--- config.mk ---
export PLATFORM = sky130hd
export DESIGN_NAME = bomb_sprite_ctrl_flat
export DESIGN_NICKNAME = d
export VERILOG_FILES = /design/src/rtl/bomb_sprite_ctrl_if.sv /design/src/rtl/bomb_sprite_ctrl.sv /design/src/flat_wrapper.sv
export SDC_FILE = /design/constraint.sdc
export NUM_CORES = 1
export LEC_CHECK = 0
export BUFFER_PORTS_ARGS = -buffer_cell sky130_fd_sc_hd__buf_4
export CAP_MARGIN = 20
export CORE_MARGIN = 1.5
export CORE_UTILIZATION = 50
export DETAILED_ROUTE_END_ITERATION = 10
export PLACE_DENSITY = 0.72
export SYNTH_ARGS = -nofsm -noshare
export SYNTH_HDL_FRONTEND = slang
export SYNTH_SLANG_ARGS = --single-unit
--- constraint.sdc ---
create_clock -name clk -period 2.8 [get_ports clk]
set_input_delay 0.56 -clock clk [delete_from_list [all_inputs] [get_ports clk]]
set_output_delay 0.56 -clock clk [all_outputs]
set_load 0.03 [all_outputs]
--- src/rtl/bomb_sprite_ctrl_if.sv ---
`default_nettype none
// ============================================================================
// Module   : bomb_sprite_ctrl_if
// Brief    : Bomb placement handshake: requested tile plus one-cycle accept.
// Revision : 1.0 - initial release
// ============================================================================
interface bomb_sprite_ctrl_if;
    logic       place_req;
    logic [5:0] place_tx;
    logic [4:0] place_ty;
    logic       place_ack;

    // Game logic side: issues placement requests, receives the accept pulse
    modport master (
        output place_req,
        output place_tx,
        output place_ty,
        input  place_ack
    );

    // Bomb controller side
    modport slave (
        input  place_req,
        input  place_tx,
        input  place_ty,
        output place_ack
    );
endinterface
`default_nettype wire

--- src/rtl/bomb_sprite_ctrl.sv ---
`default_nettype none
// ============================================================================
// Module   : bomb_sprite_ctrl
// Brief    : Single-bomb lifecycle (fuse with end blink, blast) counted in
//            frames, plus a 2-stage pixel gate producing bomb-draw and
//            blast-cross enables in front of the 16x16 bomb sprite mask.
// Revision : 1.0 - initial release
// ============================================================================
module bomb_sprite_ctrl #(
    parameter int FUSE_FRAMES  = 180,
    parameter int BLINK_FRAMES = 60,
    parameter int BLAST_FRAMES = 30,
    parameter int RANGE        = 2,
    parameter int MAP_W        = 40,
    parameter int MAP_H        = 30
) (
    input  logic                     clk,
    input  logic                     rst_n,
    input  logic                     frame_tick,
    bomb_sprite_ctrl_if.slave        place,
    input  logic [9:0]               px,
    input  logic [9:0]               py,
    input  logic                     video_on,
    output logic [9:0]               mask_px,
    output logic [9:0]               mask_py,
    input  logic [2:0]               mask_col,
    output logic                     bomb_draw,
    output logic [2:0]               bomb_rgb,
    output logic                     blast_draw,
    output logic                     busy,
    output logic                     exploding,
    output logic                     explode_pulse,
    output logic [5:0]               bomb_tx,
    output logic [4:0]               bomb_ty
);

    localparam logic [7:0] c_fuse  = 8'(FUSE_FRAMES);
    localparam logic [7:0] c_blink = 8'(BLINK_FRAMES);
    localparam logic [7:0] c_blast = 8'(BLAST_FRAMES);
    localparam logic [5:0] c_range = 6'(RANGE);
    localparam logic [6:0] c_map_w = 7'(MAP_W);
    localparam logic [6:0] c_map_h = 7'(MAP_H);

    typedef enum logic [1:0] {
        S_IDLE    = 2'd0,
        S_ARMED   = 2'd1,
        S_EXPLODE = 2'd2
    } state_t;

    state_t     r_state, w_state_nxt;
    logic [7:0] r_cnt, w_cnt_nxt;
    logic       r_blink_vis, w_blink_nxt;
    logic [5:0] r_bomb_tx, w_tx_nxt;
    logic [4:0] r_bomb_ty, w_ty_nxt;
    logic       r_ack, w_ack_nxt;
    logic       r_xpl, w_xpl_nxt;
    logic       w_place_ok;

    // Pixel pipeline registers
    logic [9:0] r_px1, r_py1;
    logic       r_v1;
    logic       r_bomb_draw, r_blast_draw;
    logic [2:0] r_bomb_rgb;

    logic [5:0] w_ptx, w_pty, w_by6, w_dx, w_dy;
    logic       w_in_map, w_bomb_nxt, w_blast_nxt;

    assign w_place_ok = place.place_req
                        && ({1'b0, place.place_tx} < c_map_w)
                        && ({2'b0, place.place_ty} < c_map_h);

    // State register
    always_ff @(posedge clk or negedge rst_n) begin
        if (!rst_n) begin
            r_state <= S_IDLE;
        end else begin
            r_state <= w_state_nxt;
        end
    end

    // Next-state, counter, blink and pulse decode; placement beats frame_tick
    // because IDLE never looks at the tick
    always_comb begin
        w_state_nxt = r_state;
        w_cnt_nxt   = r_cnt;
        w_blink_nxt = r_blink_vis;
        w_tx_nxt    = r_bomb_tx;
        w_ty_nxt    = r_bomb_ty;
        w_ack_nxt   = 1'b0;
        w_xpl_nxt   = 1'b0;
        case (r_state)
            S_IDLE: begin
                if (w_place_ok) begin
                    w_state_nxt = S_ARMED;
                    w_tx_nxt    = place.place_tx;
                    w_ty_nxt    = place.place_ty;
                    w_cnt_nxt   = c_fuse;
                    w_blink_nxt = 1'b1;
                    w_ack_nxt   = 1'b1;
                end
            end
            S_ARMED: begin
                if (frame_tick) begin
                    if (r_cnt <= c_blink) begin
                        w_blink_nxt = ~r_blink_vis;
                    end
                    if (r_cnt == 8'd1) begin
                        w_state_nxt = S_EXPLODE;
                        w_cnt_nxt   = c_blast;
                        w_xpl_nxt   = 1'b1;
                    end else if (r_cnt > 8'd1) begin
                        w_cnt_nxt = r_cnt - 8'd1;
                    end
                end
            end
            S_EXPLODE: begin
                if (frame_tick) begin
                    if (r_cnt == 8'd1) begin
                        w_state_nxt = S_IDLE;
                    end else if (r_cnt > 8'd1) begin
                        w_cnt_nxt = r_cnt - 8'd1;
                    end
                end
            end
            default: begin
                w_state_nxt = S_IDLE;
            end
        endcase
    end

    // Lifecycle data registers: counter, blink phase, latched tile, pulses
    always_ff @(posedge clk or negedge rst_n) begin
        if (!rst_n) begin
            r_cnt       <= 8'd0;
            r_blink_vis <= 1'b1;
            r_bomb_tx   <= 6'd0;
            r_bomb_ty   <= 5'd0;
            r_ack       <= 1'b0;
            r_xpl       <= 1'b0;
        end else begin
            r_cnt       <= w_cnt_nxt;
            r_blink_vis <= w_blink_nxt;
            r_bomb_tx   <= w_tx_nxt;
            r_bomb_ty   <= w_ty_nxt;
            r_ack       <= w_ack_nxt;
            r_xpl       <= w_xpl_nxt;
        end
    end

    // Tile-space distances taken as max-min so the cross never wraps at edges
    assign w_ptx    = r_px1[9:4];
    assign w_pty    = r_py1[9:4];
    assign w_by6    = {1'b0, r_bomb_ty};
    assign w_dx     = (w_ptx >= r_bomb_tx) ? (w_ptx - r_bomb_tx) : (r_bomb_tx - w_ptx);
    assign w_dy     = (w_pty >= w_by6) ? (w_pty - w_by6) : (w_by6 - w_pty);
    assign w_in_map = ({1'b0, w_ptx} < c_map_w) && ({1'b0, w_pty} < c_map_h);

    assign w_bomb_nxt  = r_v1 && (r_state == S_ARMED) && r_blink_vis
                         && (w_ptx == r_bomb_tx) && (w_pty == w_by6)
                         && (mask_col != 3'd0);
    assign w_blast_nxt = r_v1 && (r_state == S_EXPLODE) && w_in_map
                         && (((w_pty == w_by6) && (w_dx <= c_range))
                          || ((w_ptx == r_bomb_tx) && (w_dy <= c_range)));

    // Stage 1: capture scan position; these registers address the sprite mask
    always_ff @(posedge clk or negedge rst_n) begin
        if (!rst_n) begin
            r_px1 <= 10'd0;
            r_py1 <= 10'd0;
            r_v1  <= 1'b0;
        end else begin
            r_px1 <= px;
            r_py1 <= py;
            r_v1  <= video_on;
        end
    end

    // Stage 2: register the draw enables and the gated colour
    always_ff @(posedge clk or negedge rst_n) begin
        if (!rst_n) begin
            r_bomb_draw  <= 1'b0;
            r_bomb_rgb   <= 3'd0;
            r_blast_draw <= 1'b0;
        end else begin
            r_bomb_draw  <= w_bomb_nxt;
            r_bomb_rgb   <= w_bomb_nxt ? mask_col : 3'd0;
            r_blast_draw <= w_blast_nxt;
        end
    end

    assign place.place_ack = r_ack;
    assign mask_px         = r_px1;
    assign mask_py         = r_py1;
    assign bomb_draw       = r_bomb_draw;
    assign bomb_rgb        = r_bomb_rgb;
    assign blast_draw      = r_blast_draw;
    assign busy            = (r_state != S_IDLE);
    assign exploding       = (r_state == S_EXPLODE);
    assign explode_pulse   = r_xpl;
    assign bomb_tx         = r_bomb_tx;
    assign bomb_ty         = r_bomb_ty;

endmodule
`default_nettype wire

--- src/flat_wrapper.sv ---
// flat-port wrapper written by rule: the top's interface ports become plain ports
module bomb_sprite_ctrl_flat 
#(
    parameter int FUSE_FRAMES  = 180,
    parameter int BLINK_FRAMES = 60,
    parameter int BLAST_FRAMES = 30,
    parameter int RANGE        = 2,
    parameter int MAP_W        = 40,
    parameter int MAP_H        = 30
)
  (clk, rst_n, frame_tick, px, py, video_on, mask_px, mask_py, mask_col, bomb_draw, bomb_rgb, blast_draw, busy, exploding, explode_pulse, bomb_tx, bomb_ty, place_place_req, place_place_tx, place_place_ty, place_place_ack);
  bomb_sprite_ctrl_if place_i ();
  input  logic clk;
  input  logic rst_n;
  input  logic frame_tick;
  input  logic [9:0] px;
  input  logic [9:0] py;
  input  logic video_on;
  output logic [9:0] mask_px;
  output logic [9:0] mask_py;
  input  logic [2:0] mask_col;
  output logic bomb_draw;
  output logic [2:0] bomb_rgb;
  output logic blast_draw;
  output logic busy;
  output logic exploding;
  output logic explode_pulse;
  output logic [5:0] bomb_tx;
  output logic [4:0] bomb_ty;
  input wire logic [$bits(place_i.place_req)-1:0] place_place_req;
  input wire logic [$bits(place_i.place_tx)-1:0] place_place_tx;
  input wire logic [$bits(place_i.place_ty)-1:0] place_place_ty;
  output wire logic [$bits(place_i.place_ack)-1:0] place_place_ack;
  assign place_i.place_req = place_place_req;
  assign place_i.place_tx = place_place_tx;
  assign place_i.place_ty = place_place_ty;
  assign place_place_ack = place_i.place_ack;
  bomb_sprite_ctrl #(.FUSE_FRAMES(FUSE_FRAMES), .BLINK_FRAMES(BLINK_FRAMES), .BLAST_FRAMES(BLAST_FRAMES), .RANGE(RANGE), .MAP_W(MAP_W), .MAP_H(MAP_H)) u_core (.clk(clk), .rst_n(rst_n), .frame_tick(frame_tick), .place(place_i), .px(px), .py(py), .video_on(video_on), .mask_px(mask_px), .mask_py(mask_py), .mask_col(mask_col), .bomb_draw(bomb_draw), .bomb_rgb(bomb_rgb), .blast_draw(blast_draw), .busy(busy), .exploding(exploding), .explode_pulse(explode_pulse), .bomb_tx(bomb_tx), .bomb_ty(bomb_ty));
endmodule
# Word level (Yosys, flattened, before mapping)
# Cells that the tools add are included.
[op_classes] addsub=5 order_cmp=10 eq_ne=12 muxes=25 bitwise=1 n_reduce_logical=23
[ops] cell="8-bit 2-to-1 mux" n=6
[ops] cell="8-bit one-hot mux with 3 select lines" n=1
[ops] cell="1-bit logical AND" n=13
[ops] cell="6-bit by 2-bit <= comparator with 1-bit output (second input constant)" n=2
[ops] cell="6-bit less-than comparator (second input constant)" n=2
[ops] cell="6-bit 2-to-1 mux" n=2
[ops] cell="6-bit subtractor" n=2
[ops] cell="2-bit 2-to-1 mux" n=5
[ops] cell="5-bit AND reduction" n=2
[ops] cell="8-bit by 1-bit equality test with 1-bit output (second input constant)" n=1
[ops] cell="8-bit by 1-bit > comparator with 1-bit output (second input constant)" n=1
[ops] cell="8-bit by 6-bit <= comparator with 1-bit output (second input constant)" n=1
[ops] cell="1-bit 2-to-1 mux" n=8
[ops] cell="2-bit by 1-bit != test with 1-bit output (second input constant)" n=4
[ops] cell="8-bit by 1-bit subtractor with 8-bit output (second input constant)" n=1
[ops] cell="6-bit by 5-bit equality test with 1-bit output" n=1
[ops] cell="6-bit equality test" n=1
[ops] cell="6-bit by 5-bit >= comparator with 1-bit output" n=1
[ops] cell="6-bit >= comparator" n=1
[ops] cell="6-bit by 5-bit less-than comparator with 1-bit output (second input constant)" n=1
[ops] cell="2-bit != test (second input constant)" n=3
[ops] cell="2-bit one-hot mux with 3 select lines" n=1
[ops] cell="3-bit nonzero test" n=2
[ops] cell="5-bit by 6-bit subtractor with 6-bit output" n=1
[ops] cell="other kinds (12)" n=13
[word_totals] register_bits=50 in_bits=39 out_inout_bits=40 wordCells=89

# Logic depth before layout (Yosys ltp)
# Gate-level depths: netlist of run 1.
[logic_depth] depth_word=7 depth_mapped=9 depth_no_buf=8

# Worst setup path before layout of run 1
# No wires, ideal clock.
[synth_timing] kind="register to register" start="reg u_core.r_bomb_tx[0] (netlist: u_core.bomb_tx[0])" end="reg u_core.r_blast_draw (netlist: u_core.blast_draw)" setup_ns=0.087 arrival_ns=2.141 required_time_ns=2.713 slack_ns=0.572 path_stages_with_launch=9 path_buffers=0 synth_period_minus_slack_ns=2.228 path_cell_list="dfrtp_1 -> inv_1 -> ha_1 -> fa_1 -> nand2b_1 -> a221oi_1 -> a22oi_1 -> o32a_1 -> o211ai_1"
[synth_between] elab_chain_len=6
[synth_lines] element="from (decl)" line_no="bomb_sprite_ctrl.sv:53" source="logic [5:0] r_bomb_tx, w_tx_nxt;"
[synth_lines] element="from (signal assigned)" line_no="bomb_sprite_ctrl.sv:143" source="r_bomb_tx <= w_tx_nxt;"
[synth_lines] element="6-bit subtractor / 6-bit >= comparator (equally long branches)" line_no="bomb_sprite_ctrl.sv:154" source="assign w_dx = (w_ptx >= r_bomb_tx) ? (w_ptx - r_bomb_tx) : (r_bomb_tx - w_ptx);"
[synth_lines] element="6-bit 2-to-1 mux" line_no="bomb_sprite_ctrl.sv:154"
[synth_lines] element="6-bit by 2-bit <= comparator with 1-bit output" line_no="bomb_sprite_ctrl.sv:162" source="&& (((w_pty == w_by6) && (w_dx <= c_range))"
[synth_lines] element="1-bit logical AND" line_no="bomb_sprite_ctrl.sv:162"
[synth_lines] element="1-bit logical OR *" line_no="bomb_sprite_ctrl.sv:163" source="|| ((w_ptx == r_bomb_tx) && (w_dy <= c_range)));"
[synth_lines] element="1-bit logical AND *" line_no="bomb_sprite_ctrl.sv:162"
[synth_lines] element="via u_core.w_blast_nxt" line_no="bomb_sprite_ctrl.sv:66" source="logic w_in_map, w_bomb_nxt, w_blast_nxt;"
[synth_lines] element="to (signal assigned)" line_no="bomb_sprite_ctrl.sv:187" source="r_blast_draw <= w_blast_nxt;"
[synth_lines] element="to (decl)" line_no="bomb_sprite_ctrl.sv:62" source="logic r_bomb_draw, r_blast_draw;"
# Mark *: on every way through the listed nets, which the timed path passes. The rest lies on a longest branch.
# A chain may end at the register's enable or synchronous reset.

# Worst setup path in the final report of run 1
# Ends and elaborated chain as after synthesis.

==> impl_metrics.csv, run 1 <==
group,metric,value,unit
run,cap_viol_max_count,0,
routing,route.vias.total,2636,
global_route,globalRoute.busiestLayer,"met2",
placement,place_inst,456,
clock_tree,path_clk_slew,0.10,ns
final_layout,multi_input_area,0.001545,mm^2
final_layout,area_growth,25.25,%
final_layout,final_net_count,460,
global_route,grt_use_met3,5.000,%
clock_tree,worstSkewPairLatency,0.31,ns
worst_setup_path,ff2ff_path_depth,8,
worst_setup_path,max_fo_critical_path,3,
final_layout,finish.instance_area,0.003767,mm^2
final_layout,drive_gt1_share,26.22,%
global_route,grt_start_max_net_pins,51,
worst_setup_path,critPathMaxStageDelay,0.40,ns
worst_setup_path,crit_required,3.03,ns
clock_tree,clock_sink_count,50,
synth,mappedNetlistNets,382,
sta,layout_min_cycle_time,2.183,ns
final_layout,final-instance-count-excl-fill,464,
synth,postSynthCellCount,310,
placement,placement.io_buffers,78,
synth,main_combinational_cell_family_by_area_after_synthesis,"compound AO/OA/AOI/OAI gates",
placement,gp_routability_congestion,0.9309,
global_route,grt.overflow.total,0,
sta,clock.fmax,458.0,MHz
floorplanning,start_util,51.41,%
routing,drcViolationCount,0,
worst_setup_path,reg2reg_slack,0.62,ns
routing,drt-initial-drc-count,164,
synth,synth-compound-area-share,18.01,%
clock_tree,cts_root_buf,"sky130_fd_sc_hd__clkbuf_8",
sta,rsz0062_at_grt,"no",
final_layout,antenna-diode-count,0,
clock_tree,clock_tree.buffer_depth,2,
global_route,first_global_vias,2432,
floorplanning,die_w,80.56,um
clock_tree,post_cts_resize_count,0,
pwr,totalPowerFinal,3.571,mW
floorplanning,die_footprint,0.006490,mm^2
floorplanning,pin_count,79,
worst_setup_path,setup.worst_path.end_class,"flop",
synth,number_of_flops_mapped_to_enable_cells_by_yosys,0,
synth,synth_flop_cell,"sky130_fd_sc_hd__dfrtp_1",
synth,synth.area.mux_share,1.456,%
worst_setup_path,worst_setup_path_startpoint,"u_core.bomb_tx[0]",
clock_tree,post_cts_buffers,0,
worst_setup_path,critical_path.slowest_cell,"sky130_fd_sc_hd__fa_1",
synth,netlist_area,0.003008,mm^2
global_route,global_route.usage.met2,41.26,%
outcome,outcome,"finished clean",
routing,avgRoutedWirePerCell,16.16,um
synth,synthDistinctLibCells,62,
sta,fin_skew,0.008574,ns
synth,yosys.area.top_type_share,40.77,%
synth,avgSynthCellArea,9.703,um^2
placement,place_hpwl,5.765,mm
final_layout,area.sequential,0.001252,mm^2
sta,timing_hold_violations_final,0,
routing,drt.antenna.violating_nets,0,
sta,setup_violations,0,
routing,wirelength,7.496,mm
synth,netlist_top_cells_area,"sky130_fd_sc_hd__dfrtp_1 (41%), sky130_fd_sc_hd__ha_1 (12%), sky130_fd_sc_hd__inv_1 (5.1%)",
global_route,grt_usage,24.64,%
clock_tree,cts_max_level,2,
pwr,irDropWorstVdd,536.7,uV
worst_setup_path,critical_path.startpoint_type,"flop",
synth,ys_seq_elements,50,
synth,yosysSeqAreaShare,41.64,%
synth,top_cell_type_by_total_area_after_synthesis,"sky130_fd_sc_hd__dfrtp_1",
global_route,grtUsageMet1,32.73,%
synth,yosys_warnings,0,
pwr,p_leak,1.829,nW
synth,synthAdderAreaFrac,14.73,%
sta,setup-tns-final,0,ns
sta,drv_slew,0,
sta,maxSlewHeadroom,59.06,%
hold_path,hold_path_class,"in2async",
clock_tree,cts_tree,"yes",
clock_tree,cts_hold_repair.buffers,0,
worst_setup_path,worst_r2r_endpoint,"u_core.blast_draw",
final_layout,final_util,64.39,%
global_route,grt_pass1_wl,12.12,mm
synth,synth-simple-area-share,16.31,%
sta,post-route-period-util,77.98,%
pwr,pwr_density_cell,947.8,mW/mm^2
clock_tree,cts_buffers,5,
worst_setup_path,crit_path_cell_trace,"inv_1, ha_1, fa_1, nand2b_1, a221oi_1, a22oi_1, o32a_1, o211ai_1",
floorplanning,die_height,80.56,um
floorplanning,floorplan.rows,28,
synth,synth_xor_area_share,0.8735,%
worst_setup_path,worstReg2RegStart,"u_core.bomb_tx[0]",
final_layout,final.fill_count,475,
worst_setup_path,crit_family,"compound AO/OA/AOI/OAI gates",
worst_setup_path,critical_path_arrival,2.42,ns
synth,async_reset_ff_share,100.0,%
global_route,antenna_violations_before_repair,0,
routing,detailedRoute.firstPassIterationCount,5,
placement,postPlaceCellArea,0.003646,mm^2
worst_setup_path,critPathKind,"reg2reg",
floorplanning,core_area,0.005851,mm^2
worst_setup_path,critPathBufInv,1,
routing,viasPerCell,5.681,
sta,worst-slew-pin-transition,0.6141,ns
per-stage QoR:
stage / hold slack, ns / worst slack (ns)
detailed placement: 0.5402 / 0.6367
floorplan: 0.2644 / 0.5720
global placement: 0.5228 / 0.7043
CTS: 0.2856 / 0.6228
global route: 0.2996 / 0.4640
finish: 0.2611 / 0.6165
cell type report:
| class | instances | share of cell area (%) |
|---|---|---|
| Timing Repair Buffer | 80 | 15.94 |
| Multi-Input combinational cell | 210 | 41.02 |
| Clock buffer | 6 | 2.192 |
| Inverter | 41 | 4.085 |
| Clock inverter | 2 | 1.030 |
| Sequential cell | 50 | 33.24 |
| Tap cell | 75 | 2.491 |
cells by family (layout without fill, tap and decap cells):
group	count (synthesis)	after routing
compound gates	83	83
xor+xnor	3	3
fa+ha+maj	33	33
buf+inv	50	129
flops	50	50
mux	4	4
simple gates	87	87
flip-flops by register name, summed over array words and instances, names as in the netlist, 2 cells and up:
| signal | cells |
|---|---|
| u_core.r_cnt | 8 |
| u_core.bomb_tx | 6 |
| u_core.mask_py | 10 |
| u_core.bomb_rgb | 3 |
| u_core.bomb_ty | 5 |
| u_core.r_state | 2 |
| u_core.mask_px | 10 |
placed cells by master (no fill, tap or decap), drive strengths merged, types with 2 or more instances in the layout:
cell / count
o22ai: 3
o211ai: 2
and3: 6
a221oi: 3
a31o: 3
clkbuf: 6
nor2b: 4
nor4: 3
o41ai: 2
o21ai: 26
nor3b: 4
buf: 80
mux2: 3
a31oi: 4
nand3: 18
or2: 2
nand2b: 5
nor2: 22
nand4: 6
a22o: 3
fa: 4
nand3b: 2
o2111ai: 3
dfrtp: 49
ha: 29
or3: 2
inv: 42
a21oi: 18
nand2: 7
xnor2: 3
cell usage after synthesis (3+ instances only):
library cell / instances
sky130_fd_sc_hd__a31o_2: 3
sky130_fd_sc_hd__and3_1: 5
sky130_fd_sc_hd__o21ai_0: 26
sky130_fd_sc_hd__a21oi_1: 18
sky130_fd_sc_hd__fa_1: 4
sky130_fd_sc_hd__nand4_1: 6
sky130_fd_sc_hd__nand3_1: 18
sky130_fd_sc_hd__a221oi_1: 3
sky130_fd_sc_hd__xnor2_1: 3
sky130_fd_sc_hd__dfrtp_1: 49
sky130_fd_sc_hd__inv_1: 41
sky130_fd_sc_hd__a31oi_1: 4
sky130_fd_sc_hd__nor2b_1: 4
sky130_fd_sc_hd__nand2_1: 7
sky130_fd_sc_hd__clkbuf_1: 5
sky130_fd_sc_hd__o22ai_1: 3
sky130_fd_sc_hd__o2111ai_1: 3
sky130_fd_sc_hd__nor2_1: 22
sky130_fd_sc_hd__ha_1: 29
sky130_fd_sc_hd__nand2b_1: 5
sky130_fd_sc_hd__nor3b_1: 4
routing by layer:
| layer | vias to the layer above | part of all wire, % |
|---|---|---|
| met1 | 1276 | 44 |
| li1 | 1258 | - |
| met2 | 89 | 50 |
| met4 | 0 | 1.3 |
| met3 | 13 | 5.0 |
| met5 | - | 0 |
where the power goes:
group	leakage, nW	switching (mW)	internal (mW)
clock	0.0618	0.256	0.294
sequential	0.612	0.191	0.885
combinational	1.15	1.15	0.800
total	1.83	1.59	1.98
worst register-to-register path, delay by kind of cell (launching register included):
| kind | cells | cell delay [ns] |
|---|---|---|
| AO/OA/AOI/OAI | 4 | 0.86 |
| adder cells (fa/ha/maj) | 2 | 0.61 |
| buffers and inverters | 1 | 0.07 |
| flip-flops | 1 | 0.38 |
| AND/OR/NAND/NOR | 1 | 0.19 |
worst max path at each step:
stage / to / slack (ns) / depth (start not counted)
finish: u_core.blast_draw / 0.62 / 8
global route: u_core.blast_draw / 0.46 / 7
CTS: u_core.blast_draw / 0.62 / 8
detailed placement: u_core.blast_draw / 0.64 / 8
global placement: u_core.blast_draw / 0.70 / 7
floorplan: u_core.blast_draw / 0.57 / 8
Note: power is estimated with default switching activity, not from simulation.
==> run 2, diff against run 1 <==
==> constraint.sdc (replaced) <==
create_clock -name clk -period 2.1 [get_ports clk]
set_input_delay 0.42 -clock clk [delete_from_list [all_inputs] [get_ports clk]]
set_output_delay 0.42 -clock clk [all_outputs]
set_load 0.03 [all_outputs]
==> run 2 against run 1 <==
Net effect: combinational power up 48%; non-clock buffer count increased by 15; sequential share of layout area down 1.1 points; clock skew increased by 0.0060 ns; worst hold slack got worse by 0.13 ns; global-route usage shrank 0.34 points; highest routed layer unchanged.
==> impl_metrics.csv, run 2 (synthesized netlist as in run 1, its figures left out) <==
group,metric,value,unit
worst_setup_path,reg2reg_slack,0.01,ns
sta,timing_hold_violations_final,0,
clock_tree,cts_max_level,2,
sta,setup_violations,0,
routing,route.vias.total,2672,
clock_tree,cts_buffers,5,
sta,rsz0062_at_grt,"yes",
pwr,p_int,2.652,mW
floorplanning,pin_count,79,
pwr,net-switching-power,2.205,mW
routing,detailedRoute.firstPassIterationCount,4,
pwr,pwr_density_cell,1243,mW/mm^2
final_layout,final_common_cell,"sky130_fd_sc_hd__buf_4",
sta,maxSlewHeadroom,56.06,%
global_route,grt_usage,24.30,%
placement,detailedPlace.worstSlack,-0.009082,ns
placement,place_hpwl,5.850,mm
final_layout,final_net_count,475,
worst_setup_path,critical_path_arrival,2.32,ns
sta,layout_min_cycle_time,2.086,ns
floorplanning,die_footprint,0.006490,mm^2
clock_tree,clock_sink_count,50,
global_route,antenna_violations_before_repair,0,
pwr,share_clk_of_total_power,12.3,%
routing,drt-initial-drc-count,113,
routing,wirelength,7.643,mm
worst_setup_path,critPathMaxStageDelay,0.40,ns
clock_tree,worstSkewPairLatency,0.31,ns
worst_setup_path,crit_path_cell_trace,"inv_2, ha_4, fa_2, buf_6, xnor2_2, nor3_1, nand4b_1, o32a_1, o211ai_1",
final_layout,antenna-diode-count,0,
pwr,irDropWorstVdd,771.1,uV
global_route,first_global_vias,2607,
final_layout,final_util,66.79,%
clock_tree,clock_tree.buffer_depth,2,
pwr,p_leak,1.895,nW
sta,post-route-period-util,99.33,%
clock_tree,cts_root_buf,"sky130_fd_sc_hd__clkbuf_8",
placement,postPlaceCellArea,0.003757,mm^2
global_route,grt.overflow.total,0,
hold_path,hold_path_class,"in2async",
routing,drcViolationCount,0,
sta,setup-tns-final,0,ns
worst_setup_path,max_fo_critical_path,3,
pwr,power_frac_comb,59.3,%
floorplanning,die_w,80.56,um
worst_setup_path,setup.worst_path.end_class,"flop",
final_layout,layout.cells.most_common_list,"sky130_fd_sc_hd__buf_4 (94), sky130_fd_sc_hd__dfrtp_1 (45), sky130_fd_sc_hd__inv_1 (40), sky130_fd_sc_hd__ha_1 (27), sky130_fd_sc_hd__o21ai_0 (26)",
floorplanning,die_height,80.56,um
floorplanning,start_util,51.41,%
clock_tree,cts_tree,"yes",
global_route,grt_pass1_wl,12.19,mm
final_layout,finish.instance_area,0.003908,mm^2
sta,drv_slew,0,
outcome,outcome,"finished clean",
floorplanning,floorplan.rows,28,
routing,avgRoutedWirePerCell,15.96,um
clock_tree,cts_hold_repair.buffers,0,
worst_setup_path,critical_path.slowest_cell,"sky130_fd_sc_hd__dfrtp_2",
routing,drt.antenna.violating_nets,0,
clock_tree,path_clk_slew,0.11,ns
worst_setup_path,crit_required,2.33,ns
sta,fin_skew,0.01460,ns
global_route,grt_start_max_net_pins,51,
sta,worst-slew-pin-transition,0.6590,ns
sta,clock.fmax,479.4,MHz
placement,placement.io_buffers,78,
pwr,switching_share,45.40,%
sta,final_critical_path_setup_slack,0.01405,ns
final_layout,area_growth,29.91,%
worst_setup_path,critical_path.startpoint_type,"flop",
placement,gp_routability_congestion,0.9372,
routing,viasPerCell,5.578,
final_layout,drive_gt1_share,32.18,%
worst_setup_path,critPathKind,"reg2reg",
pwr,power_frac_seq,28.3,%
run,cap_viol_max_count,0,
floorplanning,core_area,0.005851,mm^2
-- run 2: cell count changes in the layout (fill, tap and decap cells not counted), sizes merged --
cell | before | now
clkinv | 0 | 1
clkinvlp | 0 | 1
bufinv | 1 | 0
buf | 80 | 95
clkbuf | 6 | 5
-- run 2: area by class of cell --
class / instances / area, um^2
repair buffers: 95 / 716.9
well taps: 75 / 93.84
clock buffers: 5 / 68.82
multi-input cells: 210 / 1592
clock inverters: 3 / 25.02
inverters: 41 / 153.9
flip-flops and latches: 50 / 1257
fillers: 491 / 1943
-- run 2: repair_timing --
action / in CTS / in global routing
gates resized for setup: 1 / 10
setup buffers: 0 / 1
pin swaps: 0 / 8
endpoints found under the setup margin: 1 / 1
-- run 2: layer usage --
metal / share of wire [%] / GRT usage [%]
met1: 43 / 31.79
met2: 52 / 42.02
met3: 3.9 / 2.841
met4: 0.86 / 7.069
met5: 0 / 0
-- run 2: worst paths after layout --
check,from,cells past startpoint,to
setup / recovery,u_core.bomb_tx[0],9,u_core.blast_draw
hold / removal,rst_n,1,u_core.mask_py[2]
min in group clk,px[9],1,u_core.mask_px[9]
max in group asynchronous,rst_n,1,u_core.mask_py[5]
setup reg to reg,u_core.bomb_tx[0],9,u_core.blast_draw
hold reg to reg,u_core.r_blink_vis,2,u_core.r_blink_vis
-- run 2: power groups by stage --
stage	clock, mW	sequential (mW)	combinational (mW)
floorplan	0	1.63	1.68
global placement	0	1.38	2.72
detailed placement	0	1.39	2.77
CTS	0.615	1.37	2.79
global route	0.645	1.40	3.18
finish	0.600	1.37	2.88
-- run 2: through the flow --
| stage | instances | power [mW] | hold slack, ns |
|---|---|---|---|
| 6_report | 479 | 4.856 | 0.1329 |
| 5_1_grt | 479 | 5.234 | 0.1717 |
| 4_1_cts | 478 | 4.776 | 0.1488 |
| 3_5_place_dp | 470 | 4.154 | 0.4940 |
| 3_3_place_gp | 470 | 4.098 | 0.4835 |
| 2_1_floorplan | 310 | 3.314 | 0.1244 |
-- run 2: critical path: cells and delay by family, from the launching register on --
kind                     cells  cell delay [ns]
adder cells (fa/ha/maj)      2             0.52
AO/OA/AOI/OAI                2             0.52
flip-flops                   1             0.40
AND/OR/NAND/NOR              2             0.26
buffers and inverters        2             0.19
XOR/XNOR                     1             0.12
